`src/rtl/config_ctrl_pkg.sv`:
```
// Shared definitions for the credit-aware leaf configuration controller.
// Holds the default sizing parameters, the two fifo_addr command codes and
// the helper functions that size the packed per-channel slices of
// control_reg. Field offsets inside a packet are derived from these sizes by
// the blocks that import this package.
package config_ctrl_pkg;

  localparam int DEF_PACKET_BITS   = 97;
  localparam int DEF_LEAF_BITS     = 6;
  localparam int DEF_PORT_BITS     = 4;
  localparam int DEF_ADDR_BITS     = 7;
  localparam int DEF_PAYLOAD_BITS  = 64;
  localparam int DEF_FS_BITS       = 8;
  localparam int DEF_FS_RESET      = 127;
  localparam int DEF_CREDIT_BITS   = 4;

  // fifo_addr values that turn a port-0 packet into a command
  localparam int DEF_DONE_CODE     = 4;
  localparam int DEF_READBACK_CODE = 5;

  // Input channel slice: {src_leaf, src_port}
  function automatic int inSliceWidth(input int leafBits, input int portBits);
    return leafBits + portBits;
  endfunction

  // Output channel slice: {update, dst_leaf, dst_port, bram_addr, credit}
  function automatic int outSliceWidth(input int leafBits, input int portBits,
                                       input int addrBits, input int fsBits);
    return 1 + leafBits + portBits + addrBits + fsBits;
  endfunction

endpackage

```
`src/rtl/config_ctrl_credit_counter.sv`:
```
// Free-space credit counter for one output channel.
// Ports:
//   clk_i, rst_ni      clock, asynchronous active-low reset
//   load_i             config load; overrides add/consume this cycle
//   loadValue_i        credit value to load
//   add_i              credits returned this cycle
//   consume_i          one word sent this cycle
//   credit_o           registered credit
//   creditNext_o       credit that will be registered at the next edge
//   underflow_o        strobe: consume would drive the count below zero
//   overflow_o         strobe: the count would exceed the maximum
module credit_counter #(
  parameter int FS_BITS     = 8,
  parameter int FS_RESET    = 127,
  parameter int CREDIT_BITS = 4
) (
  input  logic                   clk_i,
  input  logic                   rst_ni,
  input  logic                   load_i,
  input  logic [FS_BITS-1:0]     loadValue_i,
  input  logic [CREDIT_BITS-1:0] add_i,
  input  logic                   consume_i,
  output logic [FS_BITS-1:0]     credit_o,
  output logic [FS_BITS-1:0]     creditNext_o,
  output logic                   underflow_o,
  output logic                   overflow_o
);

  // Two guard bits: one for the carry of add, one for the sign of consume.
  localparam int SUM_BITS = FS_BITS + 2;
  localparam logic signed [SUM_BITS-1:0] FS_MAX = SUM_BITS'((1 << FS_BITS) - 1);

  logic [FS_BITS-1:0]         credit_q;
  logic [FS_BITS-1:0]         credit_d;
  logic signed [SUM_BITS-1:0] sum;

  always_comb begin
    sum = $signed({2'b00, credit_q}) + $signed(SUM_BITS'(add_i))
        - $signed(SUM_BITS'(consume_i));
    credit_d    = credit_q;
    underflow_o = 1'b0;
    overflow_o  = 1'b0;
    if (load_i) begin
      credit_d = loadValue_i;
    end else if (sum[SUM_BITS-1]) begin
      credit_d    = '0;
      underflow_o = 1'b1;
    end else if (sum > FS_MAX) begin
      credit_d   = '1;
      overflow_o = 1'b1;
    end else begin
      credit_d = sum[FS_BITS-1:0];
    end
  end

  always_ff @(posedge clk_i or negedge rst_ni) begin
    if (!rst_ni) begin
      credit_q <= FS_BITS'(FS_RESET);
    end else begin
      credit_q <= credit_d;
    end
  end

  assign credit_o     = credit_q;
  assign creditNext_o = credit_d;

endmodule

```
`src/rtl/config_ctrl_credit.sv`:
```
// Leaf configuration controller with built-in output credit counters and a
// readback path.
// Ports:
//   clk_i, rst_ni                  clock, asynchronous active-low reset
//   configure_in_i                 config packet, valid when MSB set
//   out_consume_i                  per output channel: one word sent
//   control_reg_o                  packed channel config, inputs in low bits
//   credit_avail_o                 per output channel: credit != 0
//   is_done_o                      one-cycle done pulse
//   self_leaf_reg_o                latched own leaf id
//   self_leaf_reg_src_send_o       CDC send request for self_leaf_reg
//   self_leaf_reg_src_rcv_i        CDC acknowledge
//   resp_packet_o, resp_valid_o    readback response (valid/ready)
//   resp_ready_i
//   err_flags_o                    sticky {readback dropped, saturated, underflow}
module config_ctrl_credit
  import config_ctrl_pkg::*;
#(
  parameter int PACKET_BITS   = DEF_PACKET_BITS,
  parameter int NUM_LEAF_BITS = DEF_LEAF_BITS,
  parameter int NUM_PORT_BITS = DEF_PORT_BITS,
  parameter int NUM_ADDR_BITS = DEF_ADDR_BITS,
  parameter int PAYLOAD_BITS  = DEF_PAYLOAD_BITS,
  parameter int NUM_IN_PORTS  = 7,
  parameter int NUM_OUT_PORTS = 7,
  parameter int IN_PORT_BASE  = 2,
  parameter int OUT_PORT_BASE = 9,
  parameter int FS_BITS       = DEF_FS_BITS,
  parameter int FS_RESET      = DEF_FS_RESET,
  parameter int CREDIT_BITS   = DEF_CREDIT_BITS,
  parameter int DONE_CODE     = DEF_DONE_CODE,
  parameter int READBACK_CODE = DEF_READBACK_CODE
) (
  input  logic                     clk_i,
  input  logic                     rst_ni,
  input  logic [PACKET_BITS-1:0]   configure_in_i,
  input  logic [NUM_OUT_PORTS-1:0] out_consume_i,
  output logic [NUM_IN_PORTS*inSliceWidth(NUM_LEAF_BITS, NUM_PORT_BITS)
                + NUM_OUT_PORTS*outSliceWidth(NUM_LEAF_BITS, NUM_PORT_BITS,
                                              NUM_ADDR_BITS, FS_BITS)-1:0] control_reg_o,
  output logic [NUM_OUT_PORTS-1:0] credit_avail_o,
  output logic                     is_done_o,
  output logic [NUM_LEAF_BITS-1:0] self_leaf_reg_o,
  output logic                     self_leaf_reg_src_send_o,
  input  logic                     self_leaf_reg_src_rcv_i,
  output logic [PACKET_BITS-1:0]   resp_packet_o,
  output logic                     resp_valid_o,
  input  logic                     resp_ready_i,
  output logic [2:0]               err_flags_o
);

  localparam int IN_W       = inSliceWidth(NUM_LEAF_BITS, NUM_PORT_BITS);
  localparam int OUT_W      = outSliceWidth(NUM_LEAF_BITS, NUM_PORT_BITS, NUM_ADDR_BITS, FS_BITS);
  localparam int IN_TOTAL   = NUM_IN_PORTS * IN_W;
  localparam int LEAF_LSB   = PACKET_BITS - 1 - NUM_LEAF_BITS;
  localparam int PORT_LSB   = LEAF_LSB - NUM_PORT_BITS;
  localparam int FIFO_BITS  = PORT_LSB - PAYLOAD_BITS;
  localparam int SELF_LSB   = PAYLOAD_BITS - NUM_PORT_BITS;
  localparam int DSLEAF_LSB = SELF_LSB - NUM_LEAF_BITS;
  localparam int DSPORT_LSB = DSLEAF_LSB - NUM_PORT_BITS;
  localparam int ADDR_LSB   = DSPORT_LSB - NUM_ADDR_BITS;
  localparam int FS_LSB     = ADDR_LSB - FS_BITS;

  logic                     cfgValid;
  logic [NUM_LEAF_BITS-1:0] cfgLeaf;
  logic [NUM_PORT_BITS-1:0] cfgPort;
  logic [FIFO_BITS-1:0]     cfgFifo;
  logic [PAYLOAD_BITS-1:0]  payload;
  logic [NUM_PORT_BITS-1:0] selfPort;
  logic [NUM_LEAF_BITS-1:0] dsLeaf;
  logic [NUM_PORT_BITS-1:0] dsPort;
  logic [NUM_ADDR_BITS-1:0] bramAddr;
  logic [FS_BITS-1:0]       freeSpace;
  logic [CREDIT_BITS-1:0]   creditAdd;
  logic                     unusedPayload;

  assign cfgValid  = configure_in_i[PACKET_BITS-1];
  assign cfgLeaf   = configure_in_i[LEAF_LSB +: NUM_LEAF_BITS];
  assign cfgPort   = configure_in_i[PORT_LSB +: NUM_PORT_BITS];
  assign cfgFifo   = configure_in_i[PAYLOAD_BITS +: FIFO_BITS];
  assign payload   = configure_in_i[PAYLOAD_BITS-1:0];
  assign selfPort  = payload[SELF_LSB +: NUM_PORT_BITS];
  assign dsLeaf    = payload[DSLEAF_LSB +: NUM_LEAF_BITS];
  assign dsPort    = payload[DSPORT_LSB +: NUM_PORT_BITS];
  assign bramAddr  = payload[ADDR_LSB +: NUM_ADDR_BITS];
  assign freeSpace = payload[FS_LSB +: FS_BITS];
  assign creditAdd = payload[CREDIT_BITS-1:0];
  // Padding bits of the payload carry no information.
  assign unusedPayload = ^payload;

  // Done and readback are commands, not channel configs or self-leaf updates.
  logic isCtrl, isDone, isReadback, isOutCfg, isInCfg, isLatch;
  assign isCtrl     = cfgValid && (cfgPort == '0);
  assign isDone     = isCtrl && (cfgFifo == FIFO_BITS'(DONE_CODE));
  assign isReadback = isCtrl && (cfgFifo == FIFO_BITS'(READBACK_CODE));
  assign isOutCfg   = isCtrl && !isDone && !isReadback;
  assign isLatch    = isOutCfg;
  assign isInCfg    = cfgValid && (cfgPort == NUM_PORT_BITS'(1));

  // One-hot channel selects; ids outside the channel ranges match nothing.
  logic [NUM_IN_PORTS-1:0]  inSel;
  logic [NUM_OUT_PORTS-1:0] outSel, retSel, outLoad;
  always_comb begin
    for (int i = 0; i < NUM_IN_PORTS; i++) begin
      inSel[i] = (selfPort == NUM_PORT_BITS'(IN_PORT_BASE + i));
    end
    for (int k = 0; k < NUM_OUT_PORTS; k++) begin
      outSel[k]  = (selfPort == NUM_PORT_BITS'(OUT_PORT_BASE + k));
      retSel[k]  = cfgValid && (cfgPort == NUM_PORT_BITS'(OUT_PORT_BASE + k));
      outLoad[k] = isOutCfg && outSel[k];
    end
  end

  logic [NUM_LEAF_BITS-1:0] srcLeaf_q [NUM_IN_PORTS];
  logic [NUM_LEAF_BITS-1:0] srcLeaf_d [NUM_IN_PORTS];
  logic [NUM_PORT_BITS-1:0] srcPort_q [NUM_IN_PORTS];
  logic [NUM_PORT_BITS-1:0] srcPort_d [NUM_IN_PORTS];
  logic [NUM_LEAF_BITS-1:0] dstLeaf_q [NUM_OUT_PORTS];
  logic [NUM_LEAF_BITS-1:0] dstLeaf_d [NUM_OUT_PORTS];
  logic [NUM_PORT_BITS-1:0] dstPort_q [NUM_OUT_PORTS];
  logic [NUM_PORT_BITS-1:0] dstPort_d [NUM_OUT_PORTS];
  logic [NUM_ADDR_BITS-1:0] addr_q    [NUM_OUT_PORTS];
  logic [NUM_ADDR_BITS-1:0] addr_d    [NUM_OUT_PORTS];
  logic [NUM_OUT_PORTS-1:0] update_q;

  always_comb begin
    for (int i = 0; i < NUM_IN_PORTS; i++) begin
      srcLeaf_d[i] = srcLeaf_q[i];
      srcPort_d[i] = srcPort_q[i];
      if (isInCfg && inSel[i]) begin
        srcLeaf_d[i] = dsLeaf;
        srcPort_d[i] = dsPort;
      end
    end
    for (int k = 0; k < NUM_OUT_PORTS; k++) begin
      dstLeaf_d[k] = dstLeaf_q[k];
      dstPort_d[k] = dstPort_q[k];
      addr_d[k]    = addr_q[k];
      if (outLoad[k]) begin
        dstLeaf_d[k] = dsLeaf;
        dstPort_d[k] = dsPort;
        addr_d[k]    = bramAddr;
      end
    end
  end

  always_ff @(posedge clk_i or negedge rst_ni) begin
    if (!rst_ni) begin
      for (int i = 0; i < NUM_IN_PORTS; i++) begin
        srcLeaf_q[i] <= '0;
        srcPort_q[i] <= NUM_PORT_BITS'(OUT_PORT_BASE);
      end
      for (int k = 0; k < NUM_OUT_PORTS; k++) begin
        dstLeaf_q[k] <= '0;
        dstPort_q[k] <= NUM_PORT_BITS'(IN_PORT_BASE);
        addr_q[k]    <= '0;
      end
      update_q <= '0;
    end else begin
      srcLeaf_q <= srcLeaf_d;
      srcPort_q <= srcPort_d;
      dstLeaf_q <= dstLeaf_d;
      dstPort_q <= dstPort_d;
      addr_q    <= addr_d;
      update_q  <= outLoad;
    end
  end

  logic [FS_BITS-1:0]       credit     [NUM_OUT_PORTS];
  logic [FS_BITS-1:0]       creditNext [NUM_OUT_PORTS];
  logic [NUM_OUT_PORTS-1:0] underflow, overflow;

  for (genvar k = 0; k < NUM_OUT_PORTS; k++) begin : gCredit
    credit_counter #(
      .FS_BITS    (FS_BITS),
      .FS_RESET   (FS_RESET),
      .CREDIT_BITS(CREDIT_BITS)
    ) uCredit (
      .clk_i       (clk_i),
      .rst_ni      (rst_ni),
      .load_i      (outLoad[k]),
      .loadValue_i (freeSpace),
      .add_i       (retSel[k] ? creditAdd : '0),
      .consume_i   (out_consume_i[k]),
      .credit_o    (credit[k]),
      .creditNext_o(creditNext[k]),
      .underflow_o (underflow[k]),
      .overflow_o  (overflow[k])
    );
  end

  always_comb begin
    control_reg_o = '0;
    for (int i = 0; i < NUM_IN_PORTS; i++) begin
      control_reg_o[i*IN_W +: IN_W] = {srcLeaf_q[i], srcPort_q[i]};
    end
    for (int k = 0; k < NUM_OUT_PORTS; k++) begin
      control_reg_o[IN_TOTAL + k*OUT_W +: OUT_W] =
        {update_q[k], dstLeaf_q[k], dstPort_q[k], addr_q[k], credit[k]};
      credit_avail_o[k] = (credit[k] != '0);
    end
  end

  // Self-leaf latch and CDC request; a new latch takes priority over rcv.
  logic [NUM_LEAF_BITS-1:0] selfLeaf_q;
  logic                     srcSend_q, isDone_q;
  always_ff @(posedge clk_i or negedge rst_ni) begin
    if (!rst_ni) begin
      selfLeaf_q <= '0;
      srcSend_q  <= 1'b0;
      isDone_q   <= 1'b0;
    end else begin
      isDone_q <= isDone;
      if (isLatch) begin
        selfLeaf_q <= cfgLeaf;
        srcSend_q  <= 1'b1;
      end else if (self_leaf_reg_src_rcv_i) begin
        srcSend_q <= 1'b0;
      end
    end
  end

  // Readback response; output credit reflects this cycle's update.
  logic [PAYLOAD_BITS-1:0]  rbPayload;
  logic [PACKET_BITS-1:0]   respPacket_d, respPacket_q;
  logic                     respValid_q, rbHit, respAccept, respDrop;
  always_comb begin
    rbPayload = '0;
    rbPayload[SELF_LSB +: NUM_PORT_BITS] = selfPort;
    for (int i = 0; i < NUM_IN_PORTS; i++) begin
      if (inSel[i]) begin
        rbPayload[DSLEAF_LSB +: NUM_LEAF_BITS] = srcLeaf_q[i];
        rbPayload[DSPORT_LSB +: NUM_PORT_BITS] = srcPort_q[i];
      end
    end
    for (int k = 0; k < NUM_OUT_PORTS; k++) begin
      if (outSel[k]) begin
        rbPayload[DSLEAF_LSB +: NUM_LEAF_BITS] = dstLeaf_q[k];
        rbPayload[DSPORT_LSB +: NUM_PORT_BITS] = dstPort_q[k];
        rbPayload[ADDR_LSB +: NUM_ADDR_BITS]   = addr_q[k];
        rbPayload[FS_LSB +: FS_BITS]           = creditNext[k];
      end
    end
    respPacket_d = {1'b1, selfLeaf_q, {NUM_PORT_BITS{1'b0}},
                    FIFO_BITS'(READBACK_CODE), rbPayload};
  end

  // A full buffer that is draining this cycle can take the new response.
  assign rbHit      = isReadback && ((|inSel) || (|outSel));
  assign respAccept = rbHit && (!respValid_q || resp_ready_i);
  assign respDrop   = rbHit && respValid_q && !resp_ready_i;

  always_ff @(posedge clk_i or negedge rst_ni) begin
    if (!rst_ni) begin
      respValid_q  <= 1'b0;
      respPacket_q <= '0;
    end else if (respAccept) begin
      respValid_q  <= 1'b1;
      respPacket_q <= respPacket_d;
    end else if (respValid_q && resp_ready_i) begin
      respValid_q <= 1'b0;
    end
  end

  logic [2:0] errFlags_q, errFlags_d;
  assign errFlags_d = errFlags_q | {respDrop, |overflow, |underflow};

  always_ff @(posedge clk_i or negedge rst_ni) begin
    if (!rst_ni) begin
      errFlags_q <= '0;
    end else begin
      errFlags_q <= errFlags_d;
    end
  end

  assign is_done_o                = isDone_q;
  assign self_leaf_reg_o          = selfLeaf_q;
  assign self_leaf_reg_src_send_o = srcSend_q;
  assign resp_packet_o            = respPacket_q;
  assign resp_valid_o             = respValid_q;
  assign err_flags_o              = errFlags_q;

endmodule
```
`config.mk`:
```
export PLATFORM = sky130hd
export DESIGN_NAME = config_ctrl_credit
export DESIGN_NICKNAME = d
export VERILOG_FILES = /design/src/rtl/config_ctrl_pkg.sv /design/src/rtl/config_ctrl_credit_counter.sv /design/src/rtl/config_ctrl_credit.sv
export SDC_FILE = /design/constraint.sdc
export NUM_CORES = 1
export LEC_CHECK = 0
export CORE_AREA = 4 4 216 197
export DETAILED_ROUTE_END_ITERATION = 10
export DIE_AREA = 0 0 220 201
export PLACE_DENSITY = 0.77
export SKIP_LAST_GASP = 1
export SYNTH_ARGS = -nofsm -noshare
export SYNTH_HDL_FRONTEND = slang
export SYNTH_SLANG_ARGS = --single-unit
```
`constraint.sdc`:
```
create_clock -name clk_i -period 3.7 [get_ports clk_i]
set_clock_uncertainty 0.2 [all_clocks]
set_input_delay 0.74 -clock clk_i [delete_from_list [all_inputs] [get_ports clk_i]]
set_output_delay 0.74 -clock clk_i [all_outputs]
set_load 0.02 [all_outputs]
```
==> impl_metrics.toml <==
[critical_path]
crit_top_cell = "ha_4"
crit_slowest_cell = "or4_4"
crit_type = "primary input to flop"
crit_arrival_ns = 4.08
worstRegToRegCells = 10
reg2reg_from = "gCredit[1].uCredit.credit_o[2]$_DFF_PN1_"
cp_top_family = "simple AND/OR/NAND/NOR gates"
worstPathRequired_ns = 3.92
endpoint_kind = "flop"
max_stage_delay_ns = 0.55
cp_cell_sequence = "buf_6 -> nand3b_1 -> buf_4 -> nor2_4 -> and2_4 -> ha_4 -> fa_2 -> inv_2 -> ha_4 -> nand2_2 -> or4_4 -> a32oi_4 -> a21oi_2 -> a311o_1 -> o211ai_1 -> o31ai_1"
worstSetupStartpoint = "configure_in_i[88]"
cp_max_fo = 5
crit_cells = 16
cp_num_buf_inv = 3
worst_setup_path_start_kind = "primary input"

[global_routing]
grt_pass1_vias = 18600
grt_usage_pct = 33.2
grt-ovfl-total = 0
grt_pass1_wl_um = 114000
antenna_found_initial = 0
grt_max_degree = 101

[sta]
rsz0062_at_grt = "true"
final_max_slew_viol_count = 0
setup_violations = 6
finalHoldViolCount = 0
fmax_ghz = 0.259
period_minus_slack_ns = 3.86
layout_setup_ws_ns = -0.158
hold_slack_ns = 0.00273
worst_slew_pin_slew_ns = 0.846
setup-tns-final_ns = -0.497
timing.slew.headroom_pct = 43.6
layout_worst_path_cycle_share_pct = 104

[clocking]
cts_hold_buf = 0
cts_buffer_depth = 3
cts_htree_levels = 2
cts_sinks = 300
cts_tree = "yes"
clock_latency_ns = 0.56
root_buffer = "clkbuf_16"
numCtsBuffers = 36
path_clk_slew_ns = 0.06

[route]
drc = 0
routed_wl_um = 76700
ant_nets = 0
vias = 18700
wire_per_inst_um = 24.2
via_per_inst = 5.89
drt_iter0_drc = 1987
dr.pass1.iters = 8

[synth]
syn_inst = 1913
syn_area_um2 = 18000
synth-edff-count = 0
synth.distinct_cells = 97
synth_seq_area_share_pct = 42.3
synthFlopType = "dfrtp_1"
synth_async_sr_flop_share_pct = 100
yosysWarnings = 0
synth_seq_cells = 300
syn_area_per_cell_um2 = 9.38

[final_layout]
diodes = 0
nNetsFinal = 2758
fillers = 3118
drive_gt1_share_pct = 32.4
final_cell_mix = "clkdlybuf4s50_1, nand2_1, buf_4"
area_growth_pct = 51.5
final_common_cell = "clkdlybuf4s50_1"

[hold_path]
hold_class = "primary input to async pin"

[floorplan]
io_pins = 476
die_x_um = 220
dieArea_um2 = 44200
core-area_um2 = 40300
initial_core_util_pct = 44.6
rows = 70
die_y_um = 201

[placed_design]
numPortBuffers = 385
dp_hpwl_um = 56600
pre_cts_ws_ns = -1.12
gp_congestion = 1.02

[pwr]
p_total_w = 0.0149
ir_drop_uv = 324
p_per_area_nw_per_um2 = 548
p_leak_nw = 12.5

[flow_run]
drv_cap = 0

[status]
failed_checks = "setup timing"
run_status = "finished with violations"
metal layers:
| metal | share of wire (%) | GRT usage (%) | vias up |
|---|---|---|---|
| li1 | - | - | 8108 |
| met1 | 40 | 45.1 | 9227 |
| met2 | 46 | 52.5 | 1126 |
| met3 | 11 | 8.43 | 196 |
| met4 | 3.5 | 10.2 | 0 |
| met5 | 0 | 0 | - |
registers in the layout, indices dropped and copies added, names as in the netlist:
signal and count:
self_leaf_reg_o 6, update_q 7, resp_packet_o 36, self_leaf_reg_src_send_o 1, control_reg_o 189, is_done_o 1
gCredit.uCredit.credit_o 56, resp_valid_o 1, err_flags_o 3
worst paths after layout:
path / end / slack [ns]
max in group asynchronous: gCredit[3].uCredit.credit_o[1]$_DFF_PN1_ / 2.38
worst min register to register: control_reg_o[190]$_DFFE_PN1P_ / 0.27
worst max register to register: resp_packet_o[35]$_DFFE_PN0P_ / 0.19
worst min-delay path: control_reg_o[220]$_DFFE_PN0P_ / 0.003
min in group clk_i: control_reg_o[190]$_DFFE_PN1P_ / 0.27
worst max-delay path: resp_packet_o[35]$_DFFE_PN0P_ / -0.16
Yosys cell counts, drive strengths merged, types with 34 or more instances:
master	number	area, µm²
mux2	146	1640
buf	86	569
ha	42	526
xnor2	36	323
dfstp	70	1840
nand2	359	1350
nor2	122	463
clkbuf	75	284
dfrtp	230	5760
a21oi	58	298
nand3	34	170
and2	34	213
inv	37	139
o21ai	111	559
a22o	35	307
cells by family (layout without fill, tap and decap cells):
| kind of cell | count (synthesis) | count (layout) | synth area share (%) |
|---|---|---|---|
| flip-flops | 300 | 300 | 42.3 |
| buffers and inverters | 200 | 857 | 5.57 |
| XOR/XNOR | 62 | 62 | 3.07 |
| multiplexers | 167 | 167 | 10.3 |
| AO/OA/AOI/OAI | 422 | 422 | 16.7 |
| other | 1 | 59 | 0.0209 |
| AND/OR/NAND/NOR | 712 | 712 | 18.3 |
| adder cells (fa/ha/maj) | 49 | 49 | 3.71 |
report_power, final:
group          internal (W)  switching (W)
sequential          0.00395       0.000828
clock               0.00215        0.00151
combinational       0.00312        0.00335
worst register-to-register path, stage by stage (launching register included):
cell and delay [ns]:
dfstp_2 0.62, ha_4 0.24, a21o_1 0.16, or3_4 0.39, and2_4 0.17, or4_4 0.49, a32oi_4 0.31, a21oi_2 0.09
a311o_1 0.28, o211ai_1 0.30, o31ai_1 0.12
metrics by stage:
| stage | utilization [%] | instance area [µm²] | std cells |
|---|---|---|---|
| after floorplan | - | 18400 | 1971 |
| after global placement | 61.4 | 24700 | 3061 |
| after detailed placement | 61.4 | 24700 | 3061 |
| after CTS | 65.5 | 26400 | 3141 |
| after global routing | 67.5 | 27200 | 3168 |
| final | 67.5 | 27200 | 3168 |
area by class of cell:
type                       count  area (µm²)  share of cell area (%)
multi-input combinational   1471       10800                    39.7
inverter                      39         146                   0.538
clock buffer                  57        1110                    4.08
tap                          540         676                    2.48
timing repair buffer         753        6780                    24.9
clock inverter                 8        95.1                   0.350
sequential                   300        7590                    27.9
timing repair:
action / in CTS / in global routing
setup buffers: 17 / 31
setup endpoints to repair: 46 / 17
pin swaps: 48 / 79
resized for setup: 91 / 127
(Power assumes the default switching activity.)
